**config.mk**
```make
export PLATFORM = sky130hd
export DESIGN_NAME = spi_master_txn_arbiter
export DESIGN_NICKNAME = d
export VERILOG_FILES = /design/src/rtl/spi_master_txn_arbiter.sv
export SDC_FILE = /design/constraint.sdc
export NUM_CORES = 1
export LEC_CHECK = 0
export ABC_AREA = 1
export CORE_AREA = 3 3 138 140
export DETAILED_ROUTE_END_ITERATION = 10
export DIE_AREA = 0 0 141 143
export HOLD_SLACK_MARGIN = 0.02
export PLACE_DENSITY = 0.65
export SLEW_MARGIN = 30
export SYNTH_ARGS = -nofsm -noshare
export SYNTH_HDL_FRONTEND = slang
export SYNTH_SLANG_ARGS = --single-unit
export TNS_END_PERCENT = 5
```
**constraint.sdc**
```tcl
create_clock -name HCLK -period 3.75 [get_ports HCLK]
set_clock_uncertainty 0.1 [all_clocks]
set_input_delay 1.125 -clock HCLK [delete_from_list [all_inputs] [get_ports HCLK]]
set_output_delay 1.125 -clock HCLK [all_outputs]
set_load 0.01 [all_outputs]
```
**src/rtl/spi_master_txn_arbiter.sv**
```systemverilog
// spi_master_txn_arbiter
//
// Shares one SPI master controller between N_REQ requesters. Each requester
// offers a transaction descriptor (chip select, direction, command, command
// length, data length). A round-robin arbiter picks one. The block then
// programs the controller and steers the 32-bit TX/RX streams to and from the
// granted requester until the controller raises eot.
//
// Optional feature macro: SPI_ARB_TIMEOUT_EN
//   When defined, a 16-bit BUSY watchdog aborts a transaction after
//   TIMEOUT_CYCLES cycles without eot. The abort pulses spi_swrst and
//   req_err_o[grant]. When undefined, spi_swrst and req_err_o stay 0.
//
// Ports:
//   HCLK, HRESETn                      clock, asynchronous active-low reset
//   req_valid_i / req_ready_o          descriptor handshake (ready = accept pulse)
//   req_cs_i, req_wr_i, req_cmd_i,
//   req_cmd_len_i, req_data_len_i      packed per-requester descriptors
//   req_tx_data_i/_valid_i/_ready_o    per-requester TX stream
//   req_rx_data_o/_valid_o/_ready_i    shared RX data, per-requester valid/ready
//   req_done_o, req_err_o              completion / timeout pulses
//   spi_cmd, spi_cmd_len, spi_data_len,
//   spi_csreg, spi_rd, spi_wr,
//   spi_swrst                          controller programming outputs
//   spi_ctrl_data_tx*/rx*              controller stream interface
//   eot                                controller end of transaction

module spi_master_txn_arbiter #(
    parameter int unsigned N_REQ          = 2,
    parameter int unsigned TIMEOUT_CYCLES = 65535
) (
    input  logic                  HCLK,
    input  logic                  HRESETn,
    input  logic [N_REQ-1:0]      req_valid_i,
    output logic [N_REQ-1:0]      req_ready_o,
    input  logic [2*N_REQ-1:0]    req_cs_i,
    input  logic [N_REQ-1:0]      req_wr_i,
    input  logic [32*N_REQ-1:0]   req_cmd_i,
    input  logic [6*N_REQ-1:0]    req_cmd_len_i,
    input  logic [16*N_REQ-1:0]   req_data_len_i,
    input  logic [32*N_REQ-1:0]   req_tx_data_i,
    input  logic [N_REQ-1:0]      req_tx_valid_i,
    output logic [N_REQ-1:0]      req_tx_ready_o,
    output logic [31:0]           req_rx_data_o,
    output logic [N_REQ-1:0]      req_rx_valid_o,
    input  logic [N_REQ-1:0]      req_rx_ready_i,
    output logic [N_REQ-1:0]      req_done_o,
    output logic [N_REQ-1:0]      req_err_o,
    output logic [31:0]           spi_cmd,
    output logic [5:0]            spi_cmd_len,
    output logic [15:0]           spi_data_len,
    output logic [3:0]            spi_csreg,
    output logic                  spi_rd,
    output logic                  spi_wr,
    output logic                  spi_swrst,
    output logic [31:0]           spi_ctrl_data_tx,
    output logic                  spi_ctrl_data_tx_valid,
    input  logic                  spi_ctrl_data_tx_ready,
    input  logic [31:0]           spi_ctrl_data_rx,
    input  logic                  spi_ctrl_data_rx_valid,
    output logic                  spi_ctrl_data_rx_ready,
    input  logic                  eot
);

    localparam int unsigned PtrW = $clog2(N_REQ);

    // Elaboration-time parameter range checks.
    if (N_REQ < 2 || N_REQ > 8) begin : gen_bad_n_req
        $error("N_REQ must be in the range 2..8");
    end
    if (TIMEOUT_CYCLES == 0 || TIMEOUT_CYCLES > 65535) begin : gen_bad_timeout
        $error("TIMEOUT_CYCLES must be in the range 1..65535");
    end

    typedef enum logic [1:0] {StIdle, StIssue, StBusy, StDone} state_e;

    state_e          state_q, state_d;
    logic [PtrW-1:0] rr_ptr_q, rr_ptr_d;
    logic [PtrW-1:0] grant_q, grant_d;
    logic [1:0]      cs_q, cs_d;
    logic            wr_q, wr_d;
    logic [31:0]     cmd_q, cmd_d;
    logic [5:0]      cmd_len_q, cmd_len_d;
    logic [15:0]     data_len_q, data_len_d;

    logic            any_valid;
    logic [PtrW-1:0] winner;
    logic [PtrW:0]   arb_sum;
    logic            accept;
    logic            timeout_hit;
    logic [PtrW-1:0] grant_inc;

    logic [1:0]      sel_cs;
    logic            sel_wr;
    logic [31:0]     sel_cmd;
    logic [5:0]      sel_cmd_len;
    logic [15:0]     sel_data_len;

    logic [31:0]     g_tx_data;
    logic            g_tx_valid;
    logic            g_rx_ready;

    // Round-robin search: first valid requester at or after rr_ptr, wrapping.
    always_comb begin
        any_valid = 1'b0;
        winner    = rr_ptr_q;
        arb_sum   = '0;
        for (int unsigned i = 0; i < N_REQ; i++) begin
            arb_sum = {1'b0, rr_ptr_q} + (PtrW+1)'(i);
            if (arb_sum >= (PtrW+1)'(N_REQ)) begin
                arb_sum = arb_sum - (PtrW+1)'(N_REQ);
            end
            if (!any_valid && req_valid_i[arb_sum[PtrW-1:0]]) begin
                any_valid = 1'b1;
                winner    = arb_sum[PtrW-1:0];
            end
        end
    end

    // Descriptor of the arbitration winner.
    always_comb begin
        sel_cs       = '0;
        sel_wr       = 1'b0;
        sel_cmd      = '0;
        sel_cmd_len  = '0;
        sel_data_len = '0;
        for (int unsigned i = 0; i < N_REQ; i++) begin
            if (winner == PtrW'(i)) begin
                sel_cs       = req_cs_i[2*i +: 2];
                sel_wr       = req_wr_i[i];
                sel_cmd      = req_cmd_i[32*i +: 32];
                sel_cmd_len  = req_cmd_len_i[6*i +: 6];
                sel_data_len = req_data_len_i[16*i +: 16];
            end
        end
    end

    // Stream signals of the current grant holder.
    always_comb begin
        g_tx_data  = '0;
        g_tx_valid = 1'b0;
        g_rx_ready = 1'b0;
        for (int unsigned i = 0; i < N_REQ; i++) begin
            if (grant_q == PtrW'(i)) begin
                g_tx_data  = req_tx_data_i[32*i +: 32];
                g_tx_valid = req_tx_valid_i[i];
                g_rx_ready = req_rx_ready_i[i];
            end
        end
    end

    assign accept    = (state_q == StIdle) && any_valid;
    assign grant_inc = (grant_q == PtrW'(N_REQ - 1)) ? '0 : grant_q + PtrW'(1);

`ifdef SPI_ARB_TIMEOUT_EN
    logic [15:0] tmo_cnt_q, tmo_cnt_d;

    // Cleared while entering BUSY, counts every BUSY cycle.
    always_comb begin
        tmo_cnt_d = tmo_cnt_q;
        if (state_q == StIssue) begin
            tmo_cnt_d = '0;
        end else if (state_q == StBusy) begin
            tmo_cnt_d = tmo_cnt_q + 16'd1;
        end
    end

    always_ff @(posedge HCLK or negedge HRESETn) begin
        if (!HRESETn) begin
            tmo_cnt_q <= '0;
        end else begin
            tmo_cnt_q <= tmo_cnt_d;
        end
    end

    // eot in the expiry cycle takes the normal completion path.
    assign timeout_hit = (state_q == StBusy) && !eot && (tmo_cnt_q == 16'(TIMEOUT_CYCLES));
`else
    assign timeout_hit = 1'b0;
`endif

    // FSM state register.
    always_ff @(posedge HCLK or negedge HRESETn) begin
        if (!HRESETn) begin
            state_q <= StIdle;
        end else begin
            state_q <= state_d;
        end
    end

    // FSM next state.
    always_comb begin
        state_d = state_q;
        case (state_q)
            StIdle:  if (any_valid) state_d = StIssue;
            StIssue: state_d = StBusy;
            StBusy: begin
                if (eot) begin
                    state_d = StDone;
                end else if (timeout_hit) begin
                    state_d = StIdle;
                end
            end
            StDone:  state_d = StIdle;
            default: state_d = StIdle;
        endcase
    end

    // Descriptor latch, grant and round-robin pointer.
    always_comb begin
        rr_ptr_d   = rr_ptr_q;
        grant_d    = grant_q;
        cs_d       = cs_q;
        wr_d       = wr_q;
        cmd_d      = cmd_q;
        cmd_len_d  = cmd_len_q;
        data_len_d = data_len_q;
        if (accept) begin
            grant_d    = winner;
            cs_d       = sel_cs;
            wr_d       = sel_wr;
            cmd_d      = sel_cmd;
            cmd_len_d  = sel_cmd_len;
            data_len_d = sel_data_len;
        end
        if (state_q == StDone || timeout_hit) begin
            rr_ptr_d = grant_inc;
        end
    end

    always_ff @(posedge HCLK or negedge HRESETn) begin
        if (!HRESETn) begin
            rr_ptr_q   <= '0;
            grant_q    <= '0;
            cs_q       <= '0;
            wr_q       <= 1'b0;
            cmd_q      <= '0;
            cmd_len_q  <= '0;
            data_len_q <= '0;
        end else begin
            rr_ptr_q   <= rr_ptr_d;
            grant_q    <= grant_d;
            cs_q       <= cs_d;
            wr_q       <= wr_d;
            cmd_q      <= cmd_d;
            cmd_len_q  <= cmd_len_d;
            data_len_q <= data_len_d;
        end
    end

    // FSM outputs.
    always_comb begin
        req_ready_o            = '0;
        req_tx_ready_o         = '0;
        req_rx_data_o          = '0;
        req_rx_valid_o         = '0;
        req_done_o             = '0;
        req_err_o              = '0;
        spi_cmd                = '0;
        spi_cmd_len            = '0;
        spi_data_len           = '0;
        spi_csreg              = '0;
        spi_rd                 = 1'b0;
        spi_wr                 = 1'b0;
        spi_swrst              = 1'b0;
        spi_ctrl_data_tx       = '0;
        spi_ctrl_data_tx_valid = 1'b0;
        spi_ctrl_data_rx_ready = 1'b0;

        // Controller programming is held from ISSUE through DONE.
        if (state_q != StIdle) begin
            spi_cmd      = cmd_q;
            spi_cmd_len  = cmd_len_q;
            spi_data_len = data_len_q;
            spi_csreg    = 4'b0001 << cs_q;
        end

        case (state_q)
            StIdle: begin
                if (any_valid) begin
                    req_ready_o[winner] = 1'b1;
                end
            end
            StIssue: begin
                spi_wr = wr_q;
                spi_rd = !wr_q;
            end
            StBusy: begin
                spi_ctrl_data_tx        = g_tx_data;
                spi_ctrl_data_tx_valid  = g_tx_valid;
                req_tx_ready_o[grant_q] = spi_ctrl_data_tx_ready;
                req_rx_data_o           = spi_ctrl_data_rx;
                req_rx_valid_o[grant_q] = spi_ctrl_data_rx_valid;
                spi_ctrl_data_rx_ready  = g_rx_ready;
                if (timeout_hit) begin
                    spi_swrst          = 1'b1;
                    req_err_o[grant_q] = 1'b1;
                end
            end
            StDone: begin
                req_done_o[grant_q] = 1'b1;
            end
            default: ;
        endcase
    end

endmodule

```
==> qor.yml, run 1 <==
start_kind: "primary input"
min_period_ns: 3.67
io_buffer_count: 354
root_buffer: "clkbuf_16"
grt_pass1_vias: 5486
wl_per_cell_um: 14.2
outcome: "finished clean"
via_per_inst: 4.21
drive_above_1_share_pct: 3.32
rsz0062_at_grt: "no"
fillers: 1892
vdd_ir_drop_max_uv: 282
route.detailed.drc: 0
syn_area_per_cell_um2: 5.69
design_area_um2: 8760
max_freq_ghz: 0.272
dr.pass1.iters: 4
cts_setup_buffers: 0
core_area_um2: 18000
gp_congestion: 0.852
drt_iter0_markers: 155
cts_inserted_buffers: 9
final-seq-area_um2: 1530
slowest_delay_ns: 0.61
finalCritPeriodShare_pct: 98.0
syn-cell-area_um2: 4780
seq_area_frac_synth_pct: 31.9
crit_fanout: 1
rows: 49
layoutNonFillerInstCount: 1404
area_growth_pct: 83.1
yosys_warnings: 0
cts_sinks: 61
total_power_mw: 5.86
arrival_ns: 2.45
die_w_um: 141
use_met2_pct: 32.8
ys_types: 21
critical_path.cell_chain: "clkdlybuf4s50_1, nand2_1, a21oi_1, clkdlybuf4s50_1"
num_vias: 5914
worst-endpoint-required_ns: 2.52
h-tree-depth: 3
multi_input_area_um2: 2180
synth.largest_area_cell: "dfrtp_1"
synthTopCellsByArea: "dfrtp_1 32%, nand2_1 22%, inv_1 17%, nand3_1 12%, nor2_1 5.1%"
worstSetupPathType: "primary input to output pin"
io_pins: 358
grt_util_met3_pct: 5.09
crit_slowest_cell: "clkdlybuf4s50_1"
grt_pass1_wl_mm: 30.3
place_ws_ns: -0.202
worstMarginPinSlew_ns: 0.775
hold_violations: 0
finalSetupTns_ns: 0
die_area_um2: 20200
numPlacedInstances: 1387
setup_viol: 0
setup_ws_ns: 0.0765
overflow: 0
finalWirelength_mm: 19.9
synthCells: 841
max_cap_viol_count: 0
top_usage_layer: "met2"
ant_nets: 0
antenna_found_initial: 1
fin_util_pct: 48.8
synth.top_cell.area_share_pct: 31.9
p_leak_nw: 4.70
min_path_type: "flip-flop to flip-flop"
cts_max_path_buffers: 2
initial_core_util_pct: 26.6
r2r_slack_ns: 1.78
final_nets: 1394
crit_top_cell: "clkdlybuf4s50_1"
yosys_register_bits: 61
drv_slew: 0
cts_tree: "built"
grt_use_met1_pct: 23.0
die_h_um: 143
dp_hpwl_mm: 15.0
p_per_area_nw_per_um2: 668
end_kind: "output pin"
slew_headroom_pct: 48.4
whs_ns: 0.377
clk_latency_ns: 0.32
grt_use_total_pct: 19.0
clk_pin_slew_ns: 0.05
grt_max_degree: 60
post_dp_cell_area_um2: 8470
[Yosys cell counts, drive strengths merged]
master and n:
inv 215, o21bai 1, nand3 115, ha 4
nor3 4, clkinv 2, conb 1, o21ai 2
o22ai 1, buf 38, dfrtp 61, nor2 66
clkbuf 16, a21oi 35, nand2 280
[cell usage in the layout, fill, tap and decap left out, drive strengths merged, types with 2 or more instances in the layout]
cell,count
clkbuf,12
a21oi,35
conb,3
inv,215
nor3,4
nor2,66
buf,16
dfrtp,61
o21ai,2
ha,4
clkinvlp,2
nand2,280
nand3,115
clkinv,4
clkdlybuf4s50,350
[final cells by class]
type / count / area share, %
tap: 229 / 3.27
sequential: 61 / 17.4
multi-input combinational: 511 / 24.9
antenna: 1 / 0.0286
clock buffer: 12 / 2.93
inverter: 217 / 9.34
timing repair buffer: 369 / 41.8
clock inverter: 4 / 0.257
[path summary, 6_finish.rpt]
check / cells after the start / to / start
min in group asynchronous: 1 / cmd_q[31]$_DFFE_PN0P_ / HRESETn
max in group asynchronous: 2 / cmd_q[24]$_DFFE_PN0P_ / HRESETn
worst min register to register: 2 / data_len_q[1]$_DFFE_PN0P_ / data_len_q[1]$_DFFE_PN0P_
worst min-delay path: 2 / data_len_q[1]$_DFFE_PN0P_ / data_len_q[1]$_DFFE_PN0P_
worst max-delay path: 4 / spi_ctrl_data_tx[28] / req_tx_data_i[60]
worst max register to register: 7 / wr_q$_DFFE_PN0P_ / state_q[0]$_DFFE_PN0P_
[critical path, delay by kind of cell]
kind / cells / cell delay, ns
buffers and inverters: 2 / 1.07
AOI/OAI and AO/OA: 1 / 0.21
and+or+nand+nor: 1 / 0.05
[registers in the layout, summed over array words and instances, names as in the netlist]
register	cells
cmd_len_q	6
cmd_q	32
cs_q	2
data_len_q	16
grant_q	1
rr_ptr_q	1
state_q	2
wr_q	1
[layer usage]
metal | vias to the layer above | share of wire (%)
li1 | 3075 | -
met1 | 2582 | 40
met2 | 229 | 50
met3 | 28 | 7.8
met4 | 0 | 2.6
met5 | - | 0
[logic make-up after synthesis]
logic type                 after synthesis  synth area share [%]
AOI/OAI and AO/OA                       39                  4.24
adders and majority gates                4                  1.05
buffers and inverters                  271                  23.0
DFF                                     61                  31.9
other                                    1                0.0784
and+or+nand+nor                        465                  39.7
[power breakdown]
group | leakage [nW] | internal (mW) | switching [mW] | total [mW]
clock | 0.138 | 0.479 | 0.284 | 0.763
sequential | 0.742 | 0.999 | 0.184 | 1.18
combinational | 3.82 | 1.81 | 2.10 | 3.91
[timing repair]
action                     4_1_cts  5_1_grt
resized for setup                2        3
setup endpoints to repair        2       10
hold buffers                     0        0
(Power assumes the default switching activity.)
==> run 2, diff against run 1 <==
--- a/config.mk
+++ b/config.mk
@@ -7,6 +7,7 @@
 export LEC_CHECK = 0
 export ABC_AREA = 1
 export CORE_AREA = 3 3 138 140
+export CTS_CLUSTER_DIAMETER = 150
 export DETAILED_ROUTE_END_ITERATION = 10
 export DIE_AREA = 0 0 141 143
 export HOLD_SLACK_MARGIN = 0.02
==> results of run 2 <==
The final DEF is identical to that of run 1; final timing and power are the same.
